### src/rtl/sdram_cmd_fsm.sv
// SDRAM command sequencer: ACTIVE/READ/WRITE/PRECHARGE/AUTO REFRESH with parameterised waits.
// Define SDRAM_AUTO_PRECHARGE_EN to use READ/WRITE with auto-precharge instead of an explicit PRECHARGE.
module sdram_cmd_fsm #(
    parameter int unsigned TRCD = 2,
    parameter int unsigned CL   = 3,
    parameter int unsigned TWR  = 2,
    parameter int unsigned TRP  = 2,
    parameter int unsigned TRFC = 7
) (
    input  logic       clk_100m,
    input  logic       rst_n,
    input  logic       init_done,
    input  logic       ref_req,
    input  logic       wr_req,
    input  logic       rd_req,
    output logic [3:0] work_state,
    output logic [3:0] sdram_cmd,
    output logic       sdram_a10,
    output logic       ref_ack,
    output logic       wr_ack,
    output logic       rd_ack
);

    typedef enum logic [3:0] {
        W_IDLE   = 4'd0,
        W_ACTIVE = 4'd1,
        W_TRCD   = 4'd2,
        W_READ   = 4'd3,
        W_CL     = 4'd4,
        W_RD     = 4'd5,
        W_WD     = 4'd6,
        W_TWR    = 4'd7,
        W_PRE    = 4'd8,
        W_TRP    = 4'd9,
        W_AR     = 4'd10,
        W_TRFC   = 4'd11
    } state_t;

    typedef enum logic [1:0] {
        OP_NONE = 2'd0,
        OP_REF  = 2'd1,
        OP_WR   = 2'd2,
        OP_RD   = 2'd3
    } op_t;

    localparam logic [3:0] CMD_NOP   = 4'b0111;
    localparam logic [3:0] CMD_ACT   = 4'b0011;
    localparam logic [3:0] CMD_READ  = 4'b0101;
    localparam logic [3:0] CMD_WRITE = 4'b0100;
    localparam logic [3:0] CMD_PRE   = 4'b0010;
    localparam logic [3:0] CMD_AREF  = 4'b0001;

`ifdef SDRAM_AUTO_PRECHARGE_EN
    localparam logic AUTO_PRE = 1'b1;
`else
    localparam logic AUTO_PRE = 1'b0;
`endif

    state_t     state, next_state;
    op_t        op, next_op;
    logic [3:0] cnt, next_cnt;
    logic [2:0] next_ack;
    logic       any_ack;

    function automatic logic [3:0] cmd_of(input state_t s);
        case (s)
            W_ACTIVE: cmd_of = CMD_ACT;
            W_READ:   cmd_of = CMD_READ;
            W_WD:     cmd_of = CMD_WRITE;
            W_PRE:    cmd_of = CMD_PRE;
            W_AR:     cmd_of = CMD_AREF;
            default:  cmd_of = CMD_NOP;
        endcase
    endfunction

    assign any_ack    = ref_ack | wr_ack | rd_ack;
    assign work_state = state;

    always_comb begin
        next_state = state;
        next_op    = op;
        next_cnt   = cnt;
        next_ack   = '0;
        case (state)
            W_IDLE: begin
                next_cnt = '0;
                if (init_done && !any_ack) begin
                    if (ref_req) begin
                        next_state = W_AR;
                        next_op    = OP_REF;
                    end else if (wr_req) begin
                        next_state = W_ACTIVE;
                        next_op    = OP_WR;
                    end else if (rd_req) begin
                        next_state = W_ACTIVE;
                        next_op    = OP_RD;
                    end
                end
            end
            W_ACTIVE: begin
                next_state = W_TRCD;
                next_cnt   = 4'(TRCD - 1);
            end
            W_TRCD: begin
                if (cnt == '0) next_state = (op == OP_WR) ? W_WD : W_READ;
                else           next_cnt   = cnt - 4'd1;
            end
            W_WD: begin
                next_state = W_TWR;
                next_cnt   = 4'(TWR - 1);
            end
            W_TWR: begin
                if (cnt != '0) begin
                    next_cnt = cnt - 4'd1;
                end else if (AUTO_PRE) begin
                    next_state = W_TRP;
                    next_cnt   = 4'(TRP - 1);
                end else begin
                    next_state = W_PRE;
                end
            end
            // W_CL lasts CL-1 cycles so W_RD lands exactly CL cycles after READ.
            W_READ: begin
                next_state = W_CL;
                next_cnt   = 4'(CL - 2);
            end
            W_CL: begin
                if (cnt == '0) next_state = W_RD;
                else           next_cnt   = cnt - 4'd1;
            end
            W_RD: begin
                if (AUTO_PRE) begin
                    next_state = W_TRP;
                    next_cnt   = 4'(TRP - 1);
                end else begin
                    next_state = W_PRE;
                end
            end
            W_PRE: begin
                next_state = W_TRP;
                next_cnt   = 4'(TRP - 1);
            end
            W_TRP, W_TRFC: begin
                if (cnt == '0) begin
                    next_state = W_IDLE;
                    next_op    = OP_NONE;
                    next_ack   = {op == OP_REF, op == OP_WR, op == OP_RD};
                end else begin
                    next_cnt = cnt - 4'd1;
                end
            end
            W_AR: begin
                next_state = W_TRFC;
                next_cnt   = 4'(TRFC - 1);
            end
            default: begin
                next_state = W_IDLE;
                next_op    = OP_NONE;
                next_cnt   = '0;
            end
        endcase
    end

    // Outputs are decoded from next_state so they line up with the registered state.
    always_ff @(posedge clk_100m or negedge rst_n) begin
        if (!rst_n) begin
            state     <= W_IDLE;
            op        <= OP_NONE;
            cnt       <= '0;
            sdram_cmd <= CMD_NOP;
            sdram_a10 <= 1'b0;
            ref_ack   <= 1'b0;
            wr_ack    <= 1'b0;
            rd_ack    <= 1'b0;
        end else begin
            state     <= next_state;
            op        <= next_op;
            cnt       <= next_cnt;
            sdram_cmd <= cmd_of(next_state);
            sdram_a10 <= (next_state == W_PRE) ||
                         (AUTO_PRE && (next_state == W_READ || next_state == W_WD));
            ref_ack   <= next_ack[2];
            wr_ack    <= next_ack[1];
            rd_ack    <= next_ack[0];
        end
    end

endmodule

### config.mk
export PLATFORM = sky130hd
export DESIGN_NAME = sdram_cmd_fsm
export DESIGN_NICKNAME = d
export VERILOG_FILES = /design/src/rtl/sdram_cmd_fsm.sv
export SDC_FILE = /design/constraint.sdc
export NUM_CORES = 1
export LEC_CHECK = 0
export BUFFER_PORTS_ARGS = -buffer_cell sky130_fd_sc_hd__buf_2
export CORE_UTILIZATION = 58
export DETAILED_ROUTE_END_ITERATION = 10
export PLACE_DENSITY = 0.93
export REMOVE_ABC_BUFFERS = 1
export SYNTH_ARGS = -nofsm -noshare
export SYNTH_HDL_FRONTEND = slang
export SYNTH_SLANG_ARGS = --single-unit
### constraint.sdc
create_clock -name clk_100m -period 4.3 [get_ports clk_100m]
set_clock_uncertainty 0.1 [all_clocks]
set_input_delay 1.075 -clock clk_100m [delete_from_list [all_inputs] [get_ports clk_100m]]
set_output_delay 1.075 -clock clk_100m [all_outputs]
set_load 0.03 [all_outputs]
## Word level (Yosys, flattened, before mapping)

Index checks and enable logic that the tools add are counted.

- Memory bits (read-only): 0
- Bits in writable memories: 0
- Register bits: 18
- Output and inout port bits: 12
- Input bits: 6
- Logic and storage cells: 70
- Memories kept: 0
- Bits in latches: 0

- Add/sub/neg operators: 1
- Shifts and indexed selects: 0
- Multiply operators: 0
- Div/mod/pow operators: 0
- Magnitude comparators: 0
- Muxes and demuxes: 22
- Equal/unequal tests: 24
- Reduce and logical (&&, ||, !) cells: 11
- Bitwise operators: 4

Operators with widths:

| operator | count |
|---|---|
| $pmux 4 s11 | 1 |
| $mux 4 | 10 |
| $eq 4x4->1 const B | 6 |
| $eq 4x3->1 const B | 5 |
| $pmux 4 s5 | 1 |
| $pmux 3 s5 | 1 |
| $eq 4x2->1 const B | 3 |
| $mux 2 | 5 |
| $mux 3 | 3 |
| $reduce_or 9->1 | 1 |
| $eq 4x1->1 const B | 2 |
| $logic_not 4->1 | 2 |
| $ne 2x2->1 const B | 4 |
| $reduce_or 4->1 | 2 |
| $pmux 2 s3 | 1 |
| $eq 2x2->1 const B | 2 |
| $ne 4x4->1 const B | 1 |
| $reduce_and 4->1 | 1 |
| $reduce_bool 4->1 | 1 |
| $sub 4x1->4 const B | 1 |
| $reduce_and 3->1 | 1 |
| $eq 2x1->1 const B | 1 |
| $not 1->1 | 2 |
| $or 1x1->1 | 2 |
| other kinds (3) | 3 |

## Logic depth before layout (Yosys ltp)

Gate-level depths: netlist of the first run.

- Depth in word-level cells: 8
- Gate-level depth with buffers: 8
- Mapped depth without buffers: 7

## Worst setup path before layout of the first run

OpenSTA, ideal clock, no wires.

- Path kind: input -> register
- Start point: in init_done
- End point: reg state[1] (netlist: work_state[1])
- Setup time: 0.090 ns
- Buffers on the path: 0
- Arrival: 1.910 ns
- Cell stages on the path: 5
- Setup slack: 2.200 ns
- Required time: 4.110 ns
- Cell sequence: nor4b_1 > nor2b_4 > and2_1 > o21ai_1 > o221ai_1

- Cells in the longest elaborated chain, start to end: 3

RTL lines:

| item | RTL line | RTL |
|---|---|---|
| start, declared | 12 | `input logic init_done,` |
| $logic_and 1x1->1 | 87 | `if (init_done && !any_ack) begin` |
| $mux 4 | 87 |  |
| $pmux 4 s11 | 84 | `case (state)` |
| named net next_state[1] | 59 | `state_t state, next_state;` |
| end signal, assigned | 176 | `state <= next_state;` |
| end, declared | 59 |  |

The timed path passes the listed nets, and every way through them passes these cells.
A chain may end at the register's enable or synchronous reset.

## Worst setup path after layout of the first run

- Start point: reg state[3] (netlist: work_state[3])
- End point: out work_state[3]

RTL lines:

| item | RTL line | RTL |
|---|---|---|
| end, declared | 16 | `output logic [3:0] work_state,` |

No word-level cell between the ends.

==> key figures, run 1 <==
Clock network
  • Clock transition at path regs: approximately 100 ps
  • CTS tree: yes
  • Clock Path Buffers: 2
  • Hold_buf cts: 0
  • Clock Root Buffer: clkbuf_4
  • Post-CTS Repair Setup Buffers: 0
  • H-tree levels: 1
  • Clk Latency, worst-skew pair: ~280 ps
  • Clk sink count: 17
  • CTS resizes: 0
  • Clock buffer count from CTS: 3

Power
  • Static Leak: 0.499 nW
  • Pwr Total: slightly below 900 uW
  • Pwr/cell area: 766 nW/um^2
  • VDD IR-drop max: 518 uV

Setup path
  • Worst path cell trace: buf_2
  • Crit-path slowest cell: dfrtp_1
  • RR Startpoint: cnt[0]
  • Critical path endpoint: work_state[3]
  • Worst setup SP type: register
  • Crit path kind: reg -> out
  • Crit. Startpoint: work_state[3]
  • Worst path bufs/invs: 1
  • Slowest stage delay, CP: roughly 700 ps
  • Worst R2R Path Depth: 7
  • WP depth: 1
  • CP endpoint kind: output pin
  • CP delay by family, top: flip-flops
  • CP max FO: 18
  • RR Endpoint: cnt[0]
  • Register-to-register setup slack: around 2100 ps
  • Worst EP required: approximately 3100 ps
  • Crit path DAT: 1290 ps

Final layout
  • Area grow syn2layout: 8.35%
  • Share of layout cells above drive strength 1: 0.212
  • Final nets: about 140
  • Cell area after layout: approximately 1200 sq um
  • Sequential cell area: 429 sq um
  • Area of the multi-input gates: ~560 sq um
  • Fillcell total: roughly 150
  • Diode count: 0

Placement
  • HPWL Detailed: 1.59 mm
  • Port-buffer cells: 16
  • Routability cong.: a little over 0.9
  • Pre-CTS setup slack: between 2000 and 2500 ps
  • Placement Cell Area: around 1100 sq um

Job
  • Max_cap viols: 0

Die
  • Die area: approximately 2000 sq um
  • Chip height: about 45 um
  • Row count: 15
  • Die width: between 40 and 50 um
  • Initial core utilization: 0.616
  • I/O pin cnt: 18
  • Placeable Area: approximately 1700 sq um

Min path
  • Worst hold-check path type: reg -> reg

Detailed routing
  • Wire length per cell: ~14 um
  • Drt total wl: 2.24 mm
  • Starting DRT DRC Count: 62
  • Vias/cell: ~6
  • Post-route DRC: 0
  • DRT Pass-1 Iters: 4
  • Remaining antenna violation count after routing: 0
  • DR vias: 946

Timing
  • Final Setup Violations: 0
  • Post-layout minimum cycle time: roughly 2500 ps
  • Slew at the pin with the worst max-slew slack: roughly 730 ps
  • Fmax: slightly above 400 MHz
  • Hold Slack: roughly 380 ps
  • Worst Slack Setup Final: 1830 ps
  • Final period util: 0.574
  • RSZ-0062 raised after global routing: false
  • Final Hold Fails: 0
  • Final Slew Violations: 0
  • Post-Route Setup TNS: 0 ps
  • Slew headroom: 0.513

Synth
  • Avg Inst Size Synth: roughly 8.9 sq um
  • Synthesized area: about 1100 sq um
  • Yosys cell types: 40
  • Synth Instances: between 100 and 150
  • #FFs+latches synth: 17
  • Synth Warn #: 0
  • Sequential share of the synthesized area: 0.404

Global route
  • Largest net degree at the start of global routing: 19
  • Number of global-route vias before repair: between 700 and 800
  • Initial antenna violation count: 0
  • All-Layer GR Usage: 0.238
  • Gr ovfl total: 0
  • First-pass GRT wire length: 3.47 mm

Status
  • Status: finished, final reports clean
-- where the power goes --
group	switching, mW	internal (mW)	leakage [nW]
Sequential	0.0841	0.218	0.214
Combinational	0.302	0.195	0.268
Clock	0.0498	0.0345	0.0177
-- cells by family (layout without fill, tap and decap cells) --
| kind of cell | Yosys count | in the layout | share of synthesized area |
|---|---|---|---|
| xor+xnor | 2 | 2 | 0.0165 |
| fa+ha+maj | 2 | 2 | 0.0235 |
| simple gates | 48 | 48 | 0.255 |
| other cells | 1 | 1 | 0.00353 |
| flops | 17 | 17 | 0.404 |
| mux | 1 | 1 | 0.00941 |
| compound gates | 35 | 35 | 0.220 |
| buf+inv | 13 | 26 | 0.0682 |
-- layout make-up --
cell class / instances / share of cell area
clock buffers: 3 / 0.0195
multi-input cells: 89 / 0.488
clock inverters: 1 / 0.00434
repair buffers: 16 / 0.0695
well taps: 25 / 0.0271
inverters: 6 / 0.0195
flip-flops and latches: 17 / 0.372
-- cell usage in the layout, fill, tap and decap left out, types with 2 or more instances in the layout --
| cell | netlist | routed |
|---|---|---|
| buf_2 | 1 | 16 |
| dfrtp_1 | 14 | 14 |
| nand2_1 | 12 | 12 |
| nor2_1 | 12 | 12 |
| o21ai_0 | 10 | 10 |
| inv_1 | 6 | 6 |
| a31oi_1 | 6 | 6 |
| a21oi_1 | 6 | 6 |
| nand2b_1 | 5 | 5 |
| o221ai_1 | 3 | 3 |
| nor3_1 | 3 | 3 |
| clkbuf_4 | 0 | 3 |
| dfstp_2 | 3 | 3 |
| nor2b_4 | 2 | 2 |
| o211ai_1 | 2 | 2 |
| nand3b_1 | 2 | 2 |
| or3_1 | 2 | 2 |
| xnor2_1 | 2 | 2 |
| o22a_1 | 2 | 2 |
| ha_1 | 2 | 2 |
-- metal layers --
layer,vias up,global-route usage,routed length [um]
met3,10,0.0360,163
li1,449,-,-
met2,46,0.388,1050
met5,-,0,0
met1,441,0.328,986
met4,0,0.0727,46
-- sequential cells by signal, indices dropped and copies added, names as in the netlist --
signal      flops
rd_ack          1
sdram_a10       1
sdram_cmd       3
work_state      4
wr_ack          1
op              2
cnt             4
ref_ack         1
-- worst min-delay path by stage --
stage | start | end | slack [ps] | cells past startpoint
floorplan | op[1] | ref_ack | 340 | 1
global placement | op[1] | ref_ack | 350 | 1
detailed placement | op[1] | ref_ack | 370 | 1
CTS | op[1] | ref_ack | 380 | 1
global route | op[1] | ref_ack | 400 | 1
finish | op[1] | ref_ack | 380 | 1
-- synthesized netlist by cell type --
| cell | count | area (sq um) |
|---|---|---|
| dfrtp_1 | 14 | 350 |
| nand2_1 | 12 | 45.0 |
| nor2_1 | 12 | 45.0 |
| o21ai_0 | 10 | 50.1 |
| a21oi_1 | 6 | 30.0 |
| a31oi_1 | 6 | 37.5 |
| inv_1 | 6 | 22.5 |
| nand2b_1 | 5 | 31.3 |
| dfstp_2 | 3 | 78.8 |
| nor3_1 | 3 | 15.0 |
| o221ai_1 | 3 | 26.3 |
| buf_4 | 2 | 15.0 |
| buf_6 | 2 | 22.5 |
| clkbuf_1 | 2 | 7.51 |
| ha_1 | 2 | 25.0 |
| nand3b_1 | 2 | 15.0 |
| nor2b_4 | 2 | 27.5 |
| o211ai_1 | 2 | 15.0 |
| o22a_1 | 2 | 17.5 |
| or3_1 | 2 | 12.5 |
| xnor2_1 | 2 | 17.5 |
| a211oi_1 | 1 | 7.51 |
| a21boi_0 | 1 | 7.51 |
| and2_1 | 1 | 6.26 |
| and3_1 | 1 | 6.26 |
| buf_2 | 1 | 5.00 |
| conb_1 | 1 | 3.75 |
| mux2i_1 | 1 | 10.0 |
| nand3_1 | 1 | 5.00 |
| nor3b_1 | 1 | 7.51 |
| nor4_1 | 1 | 6.26 |
| nor4_2 | 1 | 12.5 |
| nor4b_1 | 1 | 8.76 |
| o21ai_1 | 1 | 5.00 |
| o21bai_1 | 1 | 7.51 |
| o2bb2ai_1 | 1 | 8.76 |
| o31ai_4 | 1 | 21.3 |
| or2b_1 | 1 | 7.51 |
| or3b_1 | 1 | 8.76 |
| or4_4 | 1 | 11.3 |
-- through the flow --
| step | utilization | std cells |
|---|---|---|
| after floorplan | - | 112 |
| after global placement | 0.651 | 153 |
| after detailed placement | 0.651 | 153 |
| after CTS | 0.667 | 157 |
| after global routing | 0.667 | 157 |
| final | 0.667 | 157 |
Power figures use the tool's default switching activity.
==> run 2: changes to the inputs <==
CORE_UTILIZATION = 49   (was 58)
PLACE_DENSITY = 0.85   (was 0.93)
clock period = 2.1 ns   (was 4.3 ns; I/O delays follow)
==> key figures, run 2 (synthesis results as in run 1) <==
Status
  • Status: finished, final reports clean (unchanged)

Final layout
  • Most common cell after layout, fill and taps aside: buf_2 (unchanged)
  • Commonest cells after routing, fill and taps aside: 16 x buf_2, 14 x dfrtp_1, 12 x nand2_1, 12 x nor2_1, 10 x o21ai_0 (unchanged)
  • Area grow syn2layout: 12.4% (was 8.35%)
  • Final nets: 146 (was 141)
  • Cell area after layout: 1190 sq um (was 1150 sq um)
  • Post-layout util: 0.597 (was 0.667)
  • Diode count: 0 (unchanged)
  • Share of layout cells above drive strength 1: 0.241 (was 0.212)

Global route
  • Largest net degree at the start of global routing: 18 (was 19)
  • Gr ovfl total: 0 (unchanged)
  • All-Layer GR Usage: 0.229 (was 0.238)
  • Initial antenna violation count: 0 (unchanged)
  • Number of global-route vias before repair: 931 (was 794)
  • First-pass GRT wire length: 4.12 mm (was 3.47 mm)

Setup path
  • Worst path bufs/invs: 1 (unchanged)
  • Worst setup SP type: register (unchanged)
  • CP max FO: 5 (was 18)
  • Slowest stage delay, CP: 460 ps (was 700 ps)
  • RR Endpoint: op[0] (was cnt[0])
  • Crit. Startpoint: cnt[0] (was work_state[3])
  • WP depth: 7 (was 1)
  • CP dominant cell by count: o21ai_0
  • Crit-path slowest cell: or3b_1 (was dfrtp_1)
  • Crit path DAT: 2100 ps (was 1290 ps)
  • Worst R2R Path Depth: 7 (unchanged)
  • RR Startpoint: cnt[0] (unchanged)
  • Crit path kind: reg -> reg (was reg -> out)
  • CP delay by family, top: simple AND/OR/NAND/NOR gates (was flip-flops)
  • CP endpoint kind: register (was output pin)
  • Critical path endpoint: op[0] (was work_state[3])
  • Register-to-register setup slack: 100 ps (was 2100 ps)
  • Worst EP required: 2190 ps (was 3120 ps)
  • Worst path cell trace: inv_1 > ha_1 > or3b_1 > nor2_1 > o21ai_0 > o211ai_1 > o21ai_0 (was buf_2)

Die
  • Initial core utilization: 0.531 (was 0.616)
  • Die width: 48.6 um (was 44.8 um)
  • I/O pin cnt: 18 (unchanged)
  • Placeable Area: 2000 sq um (was 1730 sq um)
  • Die area: 2360 sq um (was 2010 sq um)
  • Chip height: 48.6 um (was 44.8 um)
  • Row count: 16 (was 15)

Detailed routing
  • Remaining antenna violation count after routing: 0 (unchanged)
  • Post-route DRC: 0 (unchanged)
  • Starting DRT DRC Count: 41 (was 62)
  • DRT Pass-1 Iters: 4 (unchanged)
  • Vias/cell: 5.86 (was 6.03)
  • Drt total wl: 2.30 mm (was 2.24 mm)
  • DR vias: 961 (was 946)
  • Wire length per cell: 14.0 um (was 14.3 um)

Timing
  • Final Hold Fails: 0 (unchanged)
  • Worst Slack Setup Final: 95.5 ps (was 1830 ps)
  • Post-Route Setup TNS: 0 ps (unchanged)
  • Final period util: 0.955
  • Final Setup Violations: 0 (unchanged)
  • RSZ-0062 raised after global routing: false (unchanged)
  • Final Slew Violations: 0 (unchanged)
  • Post-layout minimum cycle time: 2000 ps
  • Fmax: between 400 and 500 MHz

Clock network
  • Clock Root Buffer: clkbuf_4 (unchanged)
  • Clk sink count: 17 (unchanged)
  • Clock buffer count from CTS: 3 (unchanged)
  • CTS tree: yes (unchanged)
  • CTS resizes: 0 (unchanged)
  • Clk Latency, worst-skew pair: 310 ps (was 280 ps)
  • Clock transition at path regs: 110 ps (was 100 ps)
  • Hold_buf cts: 0 (unchanged)
  • H-tree levels: 1 (unchanged)
  • Clock Path Buffers: 2 (unchanged)
  • Post-CTS Repair Setup Buffers: 0 (unchanged)

Placement
  • Routability cong.: 0.909 (was 0.934)
  • Pre-CTS setup slack: 154 ps (was 2010 ps)
  • HPWL Detailed: 1.69 mm (was 1.59 mm)
  • Placement Cell Area: 1160 sq um (was 1120 sq um)
  • Port-buffer cells: 16 (unchanged)

Power
  • Static Leak: 0.520 nW (was 0.499 nW)
  • Pwr/cell area: 1590 nW/um^2 (was 766 nW/um^2)
  • VDD IR-drop max: 792 uV (was 518 uV)

Min path
  • Worst hold-check path type: in -> async (was reg -> reg)

Job
  • Max_cap viols: 0 (unchanged)
## run 2: cell type report
type / instances / area (sq um)
fillers: 168 / 807
multi-input cells: 89 / 562
flip-flops and latches: 17 / 429
repair buffers: 21 / 118
well taps: 27 / 33.8
clock buffers: 3 / 22.5
inverters: 6 / 22.5
clock inverters: 1 / 7.51
## run 2: metrics by stage
| stage | hold WS, ps | power [mW] | std cells |
|---|---|---|---|
| 2_1_floorplan | 129 | 1.38 | 112 |
| 3_3_place_gp | 362 | 1.64 | 160 |
| 3_5_place_dp | 358 | 1.68 | 160 |
| 4_1_cts | 29.6 | 1.87 | 164 |
| 5_1_grt | 24.7 | 2.05 | 164 |
| 6_report | 4.84 | 1.90 | 164 |
## run 2: report_power, final
group | internal, mW | total (mW) | switching [mW]
registers | 0.447 | 0.592 | 0.145
logic | 0.445 | 1.11 | 0.665
clock network | 0.0727 | 0.193 | 0.121
## run 2: per-layer routing
metal  part of all wire  global-route usage  vias up
li1                   -                   -      457
met5                  0                   0        -
met4             0.0091              0.0980        0
met1               0.44               0.311      452
met3              0.083              0.0566        2
met2               0.47               0.347       50
## run 2: worst min-delay path by stage
| stage | startpoint | to | slack [ps] |
|---|---|---|---|
| floorplan | rst_n | cnt[0] | 130 |
| global placement | rst_n | op[1] | 360 |
| detailed placement | rst_n | op[1] | 360 |
| CTS | rst_n | work_state[1] | 30 |
| global route | rst_n | op[1] | 20 |
| finish | rst_n | work_state[1] | 5 |
